==> config.mk <==
export PLATFORM = sky130hd
export DESIGN_NAME = alu_seq
export DESIGN_NICKNAME = d
export VERILOG_FILES = /design/src/rtl/alu_seq.sv
export SDC_FILE = /design/constraint.sdc
export NUM_CORES = 1
export LEC_CHECK = 0
export BUFFER_PORTS_ARGS = -buffer_cell sky130_fd_sc_hd__buf_4
export CAP_MARGIN = 25
export CORE_MARGIN = 4
export CORE_UTILIZATION = 40
export CTS_BUF_LIST = sky130_fd_sc_hd__clkbuf_4 sky130_fd_sc_hd__clkbuf_8
export DETAILED_ROUTE_END_ITERATION = 16
export PLACE_DENSITY_LB_ADDON = 0.15
export SETUP_SLACK_MARGIN = 0.1
export SYNTH_ARGS = -nofsm -noshare
export SYNTH_HDL_FRONTEND = slang
export SYNTH_SLANG_ARGS = --single-unit
==> constraint.sdc <==
create_clock -name clk -period 7.44 [get_ports clk]
set_input_delay 1.116 -clock clk [delete_from_list [all_inputs] [get_ports clk]]
set_output_delay 1.116 -clock clk [all_outputs]
set_load 0.02 [all_outputs]
==> src/rtl/alu_seq.sv <==
// ---------------------------------------------------------------------------
// alu_seq -- clocked ALU with operand latches, start/busy/done handshake,
//            an iterative shift-add multiplier and registered result/flags.
//
// Ports:
//   clk     in   1      system clock, rising edge
//   rst_n   in   1      asynchronous active-low reset
//   ai, bi  in   1      load operand register A / B from a / b (when not busy)
//   a, b    in   WIDTH  operand data
//   sel     in   SEL_W  opcode, sampled together with an accepted start
//   start   in   1      launch an operation; ignored while busy
//   oe      in   1      output enable for out
//   out     out  WIDTH  result register gated by oe
//   flags   out  7      registered {LT,EQ,P,V,C,N,Z}, bit6..bit0
//   busy    out  1      high while a multiply is in flight
//   done    out  1      one-cycle pulse in the cycle result/flags change
// ---------------------------------------------------------------------------
module alu_seq #(
    parameter int WIDTH = 16,
    parameter int SEL_W = 3
) (
    input  logic             clk,
    input  logic             rst_n,
    input  logic             ai,
    input  logic             bi,
    input  logic [WIDTH-1:0] a,
    input  logic [WIDTH-1:0] b,
    input  logic [SEL_W-1:0] sel,
    input  logic             start,
    input  logic             oe,
    output logic [WIDTH-1:0] out,
    output logic [6:0]       flags,
    output logic             busy,
    output logic             done
);

    localparam int CNT_W = (WIDTH > 1) ? $clog2(WIDTH) : 1;
    localparam logic [CNT_W-1:0] CNT_LAST = CNT_W'(WIDTH - 1);

    // EXEC is the cycle in which done is high, for both single-cycle ops
    // and the final cycle of a multiply.
    typedef enum logic [1:0] {
        S_IDLE = 2'd0,
        S_EXEC = 2'd1,
        S_MUL  = 2'd2
    } state_e;

    typedef enum logic [2:0] {
        OP_ADD  = 3'b000,
        OP_SUB  = 3'b001,
        OP_MUL  = 3'b010,
        OP_NAND = 3'b011,
        OP_AND  = 3'b100,
        OP_OR   = 3'b101,
        OP_XOR  = 3'b110,
        OP_PASS = 3'b111
    } op_e;

    state_e               state_q, state_d;
    logic [WIDTH-1:0]     a_reg_q, a_reg_d;
    logic [WIDTH-1:0]     b_reg_q, b_reg_d;
    logic [WIDTH-1:0]     op_a_q, op_a_d;     // multiplicand captured at start
    logic [WIDTH-1:0]     op_b_q, op_b_d;     // multiplier copy kept for EQ/LT
    logic [2*WIDTH-1:0]   prod_q, prod_d;     // {partial sum, remaining multiplier}
    logic [CNT_W-1:0]     cnt_q, cnt_d;
    logic [WIDTH-1:0]     result_q, result_d;
    logic [6:0]           flags_q, flags_d;

    logic [WIDTH-1:0]     eff_a, eff_b;
    op_e                  op_w;
    logic                 is_mul;
    logic                 in_mul;
    logic                 mul_last;
    logic [WIDTH:0]       add_w, sub_w;
    logic [WIDTH-1:0]     alu_res;
    logic                 alu_c, alu_v;
    logic [WIDTH:0]       mul_sum;
    logic [2*WIDTH-1:0]   prod_step;
    logic                 mul_ovf;

    function automatic logic [6:0] pack_flags(input logic [WIDTH-1:0] r,
                                              input logic c, input logic v,
                                              input logic eq, input logic lt);
        return {lt, eq, ~^r, v, c, r[WIDTH-1], (r == '0)};
    endfunction

    // Write-through: an operand strobe in the start cycle feeds the bus value
    // straight into the operation while the register loads in parallel.
    assign eff_a    = ai ? a : a_reg_q;
    assign eff_b    = bi ? b : b_reg_q;
    assign op_w     = op_e'(sel);
    assign is_mul   = (op_w == OP_MUL);
    assign in_mul   = (state_q == S_MUL);
    assign mul_last = (cnt_q == CNT_LAST);

    assign add_w = {1'b0, eff_a} + {1'b0, eff_b};
    assign sub_w = {1'b0, eff_a} - {1'b0, eff_b};

    // One shift-add step: add the multiplicand into the upper half when the
    // current multiplier LSB is set, then shift the whole product right.
    assign mul_sum   = {1'b0, prod_q[2*WIDTH-1:WIDTH]} + (prod_q[0] ? {1'b0, op_a_q} : '0);
    assign prod_step = {mul_sum, prod_q[WIDTH-1:1]};
    assign mul_ovf   = |prod_step[2*WIDTH-1:WIDTH];

    // Single-cycle result path.
    // NOTE: every output gets a default first so no path through the case can infer a latch.
    always_comb begin
        alu_res = '0;
        alu_c   = 1'b0;
        alu_v   = 1'b0;
        unique case (op_w)
            OP_ADD: begin
                alu_res = add_w[WIDTH-1:0];
                alu_c   = add_w[WIDTH];
                alu_v   = (eff_a[WIDTH-1] == eff_b[WIDTH-1]) &&
                          (add_w[WIDTH-1] != eff_a[WIDTH-1]);
            end
            OP_SUB: begin
                alu_res = sub_w[WIDTH-1:0];
                alu_c   = ~sub_w[WIDTH];
                alu_v   = (eff_a[WIDTH-1] != eff_b[WIDTH-1]) &&
                          (sub_w[WIDTH-1] != eff_a[WIDTH-1]);
            end
            OP_NAND: alu_res = ~(eff_a & eff_b);
            OP_AND:  alu_res = eff_a & eff_b;
            OP_OR:   alu_res = eff_a | eff_b;
            OP_XOR:  alu_res = eff_a ^ eff_b;
            OP_PASS: alu_res = eff_b;
            default: alu_res = '0;   // MUL takes the iterative path
        endcase
    end

    // FSM: state register.
    // NOTE: sequential state uses non-blocking assignments so every register samples pre-edge values.
    always_ff @(posedge clk or negedge rst_n) begin
        if (!rst_n) state_q <= S_IDLE;
        else        state_q <= state_d;
    end

    // FSM: next-state logic. A start is accepted in any non-busy state,
    // including the done cycle, which gives back-to-back issue.
    always_comb begin
        state_d = state_q;
        unique case (state_q)
            S_IDLE, S_EXEC: begin
                if (start) state_d = is_mul ? S_MUL : S_EXEC;
                else       state_d = S_IDLE;
            end
            S_MUL:   state_d = mul_last ? S_EXEC : S_MUL;
            default: state_d = S_IDLE;
        endcase
    end

    // FSM: outputs (decoded from the registered state, so glitch-free).
    always_comb begin
        busy = (state_q == S_MUL);
        done = (state_q == S_EXEC);
    end

    assign out   = result_q & {WIDTH{oe}};
    assign flags = flags_q;

    // Datapath next-state.
    always_comb begin
        a_reg_d  = a_reg_q;
        b_reg_d  = b_reg_q;
        op_a_d   = op_a_q;
        op_b_d   = op_b_q;
        prod_d   = prod_q;
        cnt_d    = cnt_q;
        result_d = result_q;
        flags_d  = flags_q;

        if (!in_mul) begin
            if (ai) a_reg_d = a;
            if (bi) b_reg_d = b;
            if (start) begin
                if (is_mul) begin
                    op_a_d = eff_a;
                    op_b_d = eff_b;
                    prod_d = {{WIDTH{1'b0}}, eff_b};
                    cnt_d  = '0;
                end else begin
                    result_d = alu_res;
                    flags_d  = pack_flags(alu_res, alu_c, alu_v, eff_a == eff_b,
                                          $signed(eff_a) < $signed(eff_b));
                end
            end
        end else begin
            prod_d = prod_step;
            cnt_d  = cnt_q + CNT_W'(1);
            if (mul_last) begin
                result_d = prod_step[WIDTH-1:0];
                flags_d  = pack_flags(prod_step[WIDTH-1:0], mul_ovf, mul_ovf,
                                      op_a_q == op_b_q,
                                      $signed(op_a_q) < $signed(op_b_q));
            end
        end
    end

    always_ff @(posedge clk or negedge rst_n) begin
        if (!rst_n) begin
            a_reg_q  <= '0;
            b_reg_q  <= '0;
            op_a_q   <= '0;
            op_b_q   <= '0;
            prod_q   <= '0;
            cnt_q    <= '0;
            result_q <= '0;
            flags_q  <= '0;
        end else begin
            a_reg_q  <= a_reg_d;
            b_reg_q  <= b_reg_d;
            op_a_q   <= op_a_d;
            op_b_q   <= op_b_d;
            prod_q   <= prod_d;
            cnt_q    <= cnt_d;
            result_q <= result_d;
            flags_q  <= flags_d;
        end
    end

endmodule

==> qor.yml <==
status: "finished clean"
yosysSeqAreaShare: 0.311
r2r_slack_ns: 3.08
hold_depth: 1
cts.sinks: 124
grt_pass1_vias: 8595
cts_tree: "yes"
diodes: 0
period_share: 0.680
first_iter_violations: 753
drv_slew: 0
start_util: 0.409
hold_viol: 0
num_io_pins: 66
dieArea_mm2: 0.0275
drt_drc_violations_left: 0
hold_path_class: "flip-flop to flip-flop"
gp_congestion: 0.951
die_h_um: 166
final.setup_skew_ns: 0.0157
highest_layer: "met5"
synth-simple-area-share: 0.178
synthAdderAreaFrac: 0.129
postRouteAntennaNets: 0
routed_wirelength_um: 32800
synth_cell_types: 78
yosys_warnings: 0
p_leak_nw: 5.26
cts-resized-gates: 0
fillers: 2482
clk_pin_slew_worst_paths_ns: 0.09
r2r_end: "flags[4]$_DFFE_PN0P_"
fin_nets: 1381
relSlewSlack: 0.319
async_flop_share: 1.00
synth_top_family_by_area: "compound AO/OA/AOI/OAI gates"
final_cells: 1576
cpMaxStageDelayCell: "mux2i_1"
fin_setup_tns_ns: 0
holdPathEnd: "result_q[4]$_DFFE_PN0P_"
cpMostUsedCell: "xnor2_1"
p_per_area_mw_per_mm2: 317
cp_top_family: "compound AO/OA/AOI/OAI gates"
dpl.cell_count: 1543
setup_viol: 0
grt_overflow: 0
dpl-instance-area_mm2: 0.0108
yosys-mux-area-fraction: 0.0721
slowest_delay_ns: 0.46
syn_to_final_growth_pct: 12.4
syn_nets: 1343
synthCells: 1201
ys.flop_type: "dfrtp_1"
r2r_start: "b_reg_q[0]$_DFFE_PN0N_"
synth_area_mm2: 0.00997
worstPathMaxFanout: 16
core_area_mm2: 0.0244
r2r_cells: 17
arrival_ns: 5.38
drive_gt1_frac: 0.121
path_cells: "buf_4 > mux2i_1 > inv_1 > ha_1 > fa_1 > a211oi_1 > o21ai_1 > a41o_1 > a2111oi_0 > nor3_1 > mux2i_1 > o311a_1 > ha_1 > xnor2_1 > xnor2_1 > xnor2_1 > a21oi_1 > o21ai_1"
clock_latency_ns: 0.44
synth_compound_area_frac: 0.219
rsz0062_at_grt: "no"
met3_length_um: 2080
netlist.area_leader.share: 0.311
worstHoldStart: "result_q[4]$_DFFE_PN0P_"
synth_area_leaders: "dfrtp_1, ha_1, a21oi_1"
synth_xor_area_frac: 0.0315
vias: 8943
finalCriticalPeriod_ns: 5.06
hold_buffers: 0
routed-wl-met2_um: 14700
post-route-cell-area_mm2: 0.0112
numCtsBuffers: 17
cts_root_buf: "clkbuf_8"
cap_viol_max_count: 0
drt-met1-wl_um: 15700
track_usage: 0.236
synth_area_leader_cell: "dfrtp_1"
numPortBuffers: 65
path_class: "input port to flip-flop"
die_w_um: 166
drtPass1Iterations: 5
syn_avg_cell_area_um2: 8.30
grt_first_pass_wirelength_um: 51400
cts_buffer_depth: 2
postCtsSetupBuffers: 0
cp.buffers_inverters: 2
dp_hpwl_um: 24200
htreeDepth: 4
num_rows: 57
end_kind: "flip-flop"
ys_ff_latch: 124
vias_per_cell: 5.67
routedWlPerCell_um: 20.8
critical_path.startpoint_type: "input port"
synth_edf_count: 0
fmax_ghz: 0.198
grt_max_degree: 100
max-vdd-ir-drop_uv: 122
antenna_found_initial: 1
tightest_slew_ns: 1.02
required_ns: 7.76
==> cell usage after synthesis (3+ instances only) <==
library cell / instances
o2111ai_1: 4
a21oi_1: 119
nor3b_1: 3
nor2_1: 133
dfrtp_1: 124
buf_2: 9
nand3_1: 32
fa_1: 3
nand2_1: 89
mux4_2: 3
mux2i_1: 56
o21ai_0: 71
a221oi_1: 3
clkbuf_1: 48
o21ai_1: 14
nand4_1: 8
ha_1: 98
a211oi_1: 17
or2_2: 3
and2_1: 35
xnor2_1: 25
a222oi_1: 3
a211o_1: 5
a31o_1: 4
buf_1: 11
o21a_1: 9
inv_1: 80
nand2b_1: 9
o22ai_1: 9
and3_1: 6
o31ai_1: 5
or3_1: 5
nor4_1: 10
a2111oi_0: 3
nor3_1: 25
nor2b_1: 10
mux2_2: 7
o211ai_1: 15
a21o_1: 19
o21bai_1: 5
a31oi_1: 7
inv_2: 4
xor2_1: 9
==> cells by family after synthesis <==
logic type / Yosys count
AND/OR/NAND/NOR: 377
flip-flops: 124
buffers and inverters: 153
XOR/XNOR: 35
adder cells (fa/ha/maj): 101
AO/OA/AOI/OAI: 344
multiplexers: 67
==> how the worst max path moves through the flow <==
stage          slack (ns)  cells after the start              endpoint  startpoint
2_1_floorplan        2.10                     19  flags[4]$_DFFE_PN0P_          ai
3_3_place_gp         2.08                     19  flags[4]$_DFFE_PN0P_          bi
3_5_place_dp         1.97                     18  flags[4]$_DFFE_PN0P_          bi
4_1_cts              2.44                     18  flags[4]$_DFFE_PN0P_          bi
5_1_grt              2.06                     17  flags[4]$_DFFE_PN0P_          bi
6_report             2.38                     18  flags[4]$_DFFE_PN0P_          bi
==> power by group <==
group | leakage (nW) | total [mW] | switching (mW) | internal (mW)
clock network | 0.207 | 0.634 | 0.319 | 0.315
logic | 3.59 | 1.90 | 1.09 | 0.808
registers | 1.47 | 1.01 | 0.147 | 0.863
==> state kept, by name (all words and copies together), names as in the netlist <==
name / cells
b_reg_q: 16
flags: 7
cnt_q: 4
result_q: 15
state_q: 2
op_a_q: 16
op_b_q: 16
a_reg_q: 16
prod_q: 32
==> routing by layer <==
| layer | GRT usage | vias to the layer above |
|---|---|---|
| met2 | 0.362 | 305 |
| met3 | 0.0417 | 22 |
| met4 | 0.0409 | 2 |
| met5 | 0 | - |
| li1 | - | 4330 |
| met1 | 0.352 | 4284 |
==> stage by stage <==
stage          hold slack, ns   util  worst slack, ns  power [mW]
2_1_floorplan           0.442      -             2.10        2.39
3_3_place_gp            0.458  0.441             2.08        2.89
3_5_place_dp            0.471  0.441             1.97        2.90
4_1_cts                 0.492  0.458             2.44        3.55
5_1_grt                 0.519  0.459             2.06        3.84
6_report                0.488  0.459             2.38        3.55
==> area by class of cell <==
type / count / area (µm²) / area share
Multi-Input combinational cell: 924 / 6290 / 0.562
Sequential cell: 124 / 3100 / 0.277
Timing Repair Buffer: 88 / 681 / 0.0608
Tap cell: 324 / 405 / 0.0362
Inverter: 84 / 315 / 0.0282
Clock buffer: 18 / 248 / 0.0221
Clock inverter: 14 / 159 / 0.0142
==> layout by cell type, fill, tap and decap left out, drive strengths merged, types with 5 or more instances in the layout <==
| cell type | count |
|---|---|
| nor2 | 133 |
| dfrtp | 124 |
| a21oi | 119 |
| ha | 98 |
| inv | 90 |
| nand2 | 89 |
| buf | 88 |
| o21ai | 85 |
| mux2i | 56 |
| and2 | 35 |
| nand3 | 32 |
| xnor2 | 26 |
| nor3 | 25 |
| a21o | 19 |
| clkbuf | 18 |
| a211oi | 17 |
| o211ai | 15 |
| nor4 | 10 |
| nor2b | 10 |
| xor2 | 9 |
| o21a | 9 |
| o22ai | 9 |
| nand2b | 9 |
| nand4 | 8 |
| mux2 | 8 |
| a31oi | 7 |
| and3 | 6 |
| or3 | 6 |
| o31ai | 5 |
| a211o | 5 |
| o21bai | 5 |
| o2111ai | 5 |
| a221oi | 5 |
| a2111oi | 5 |
| clkinv | 5 |
(Power assumes the default switching activity.)
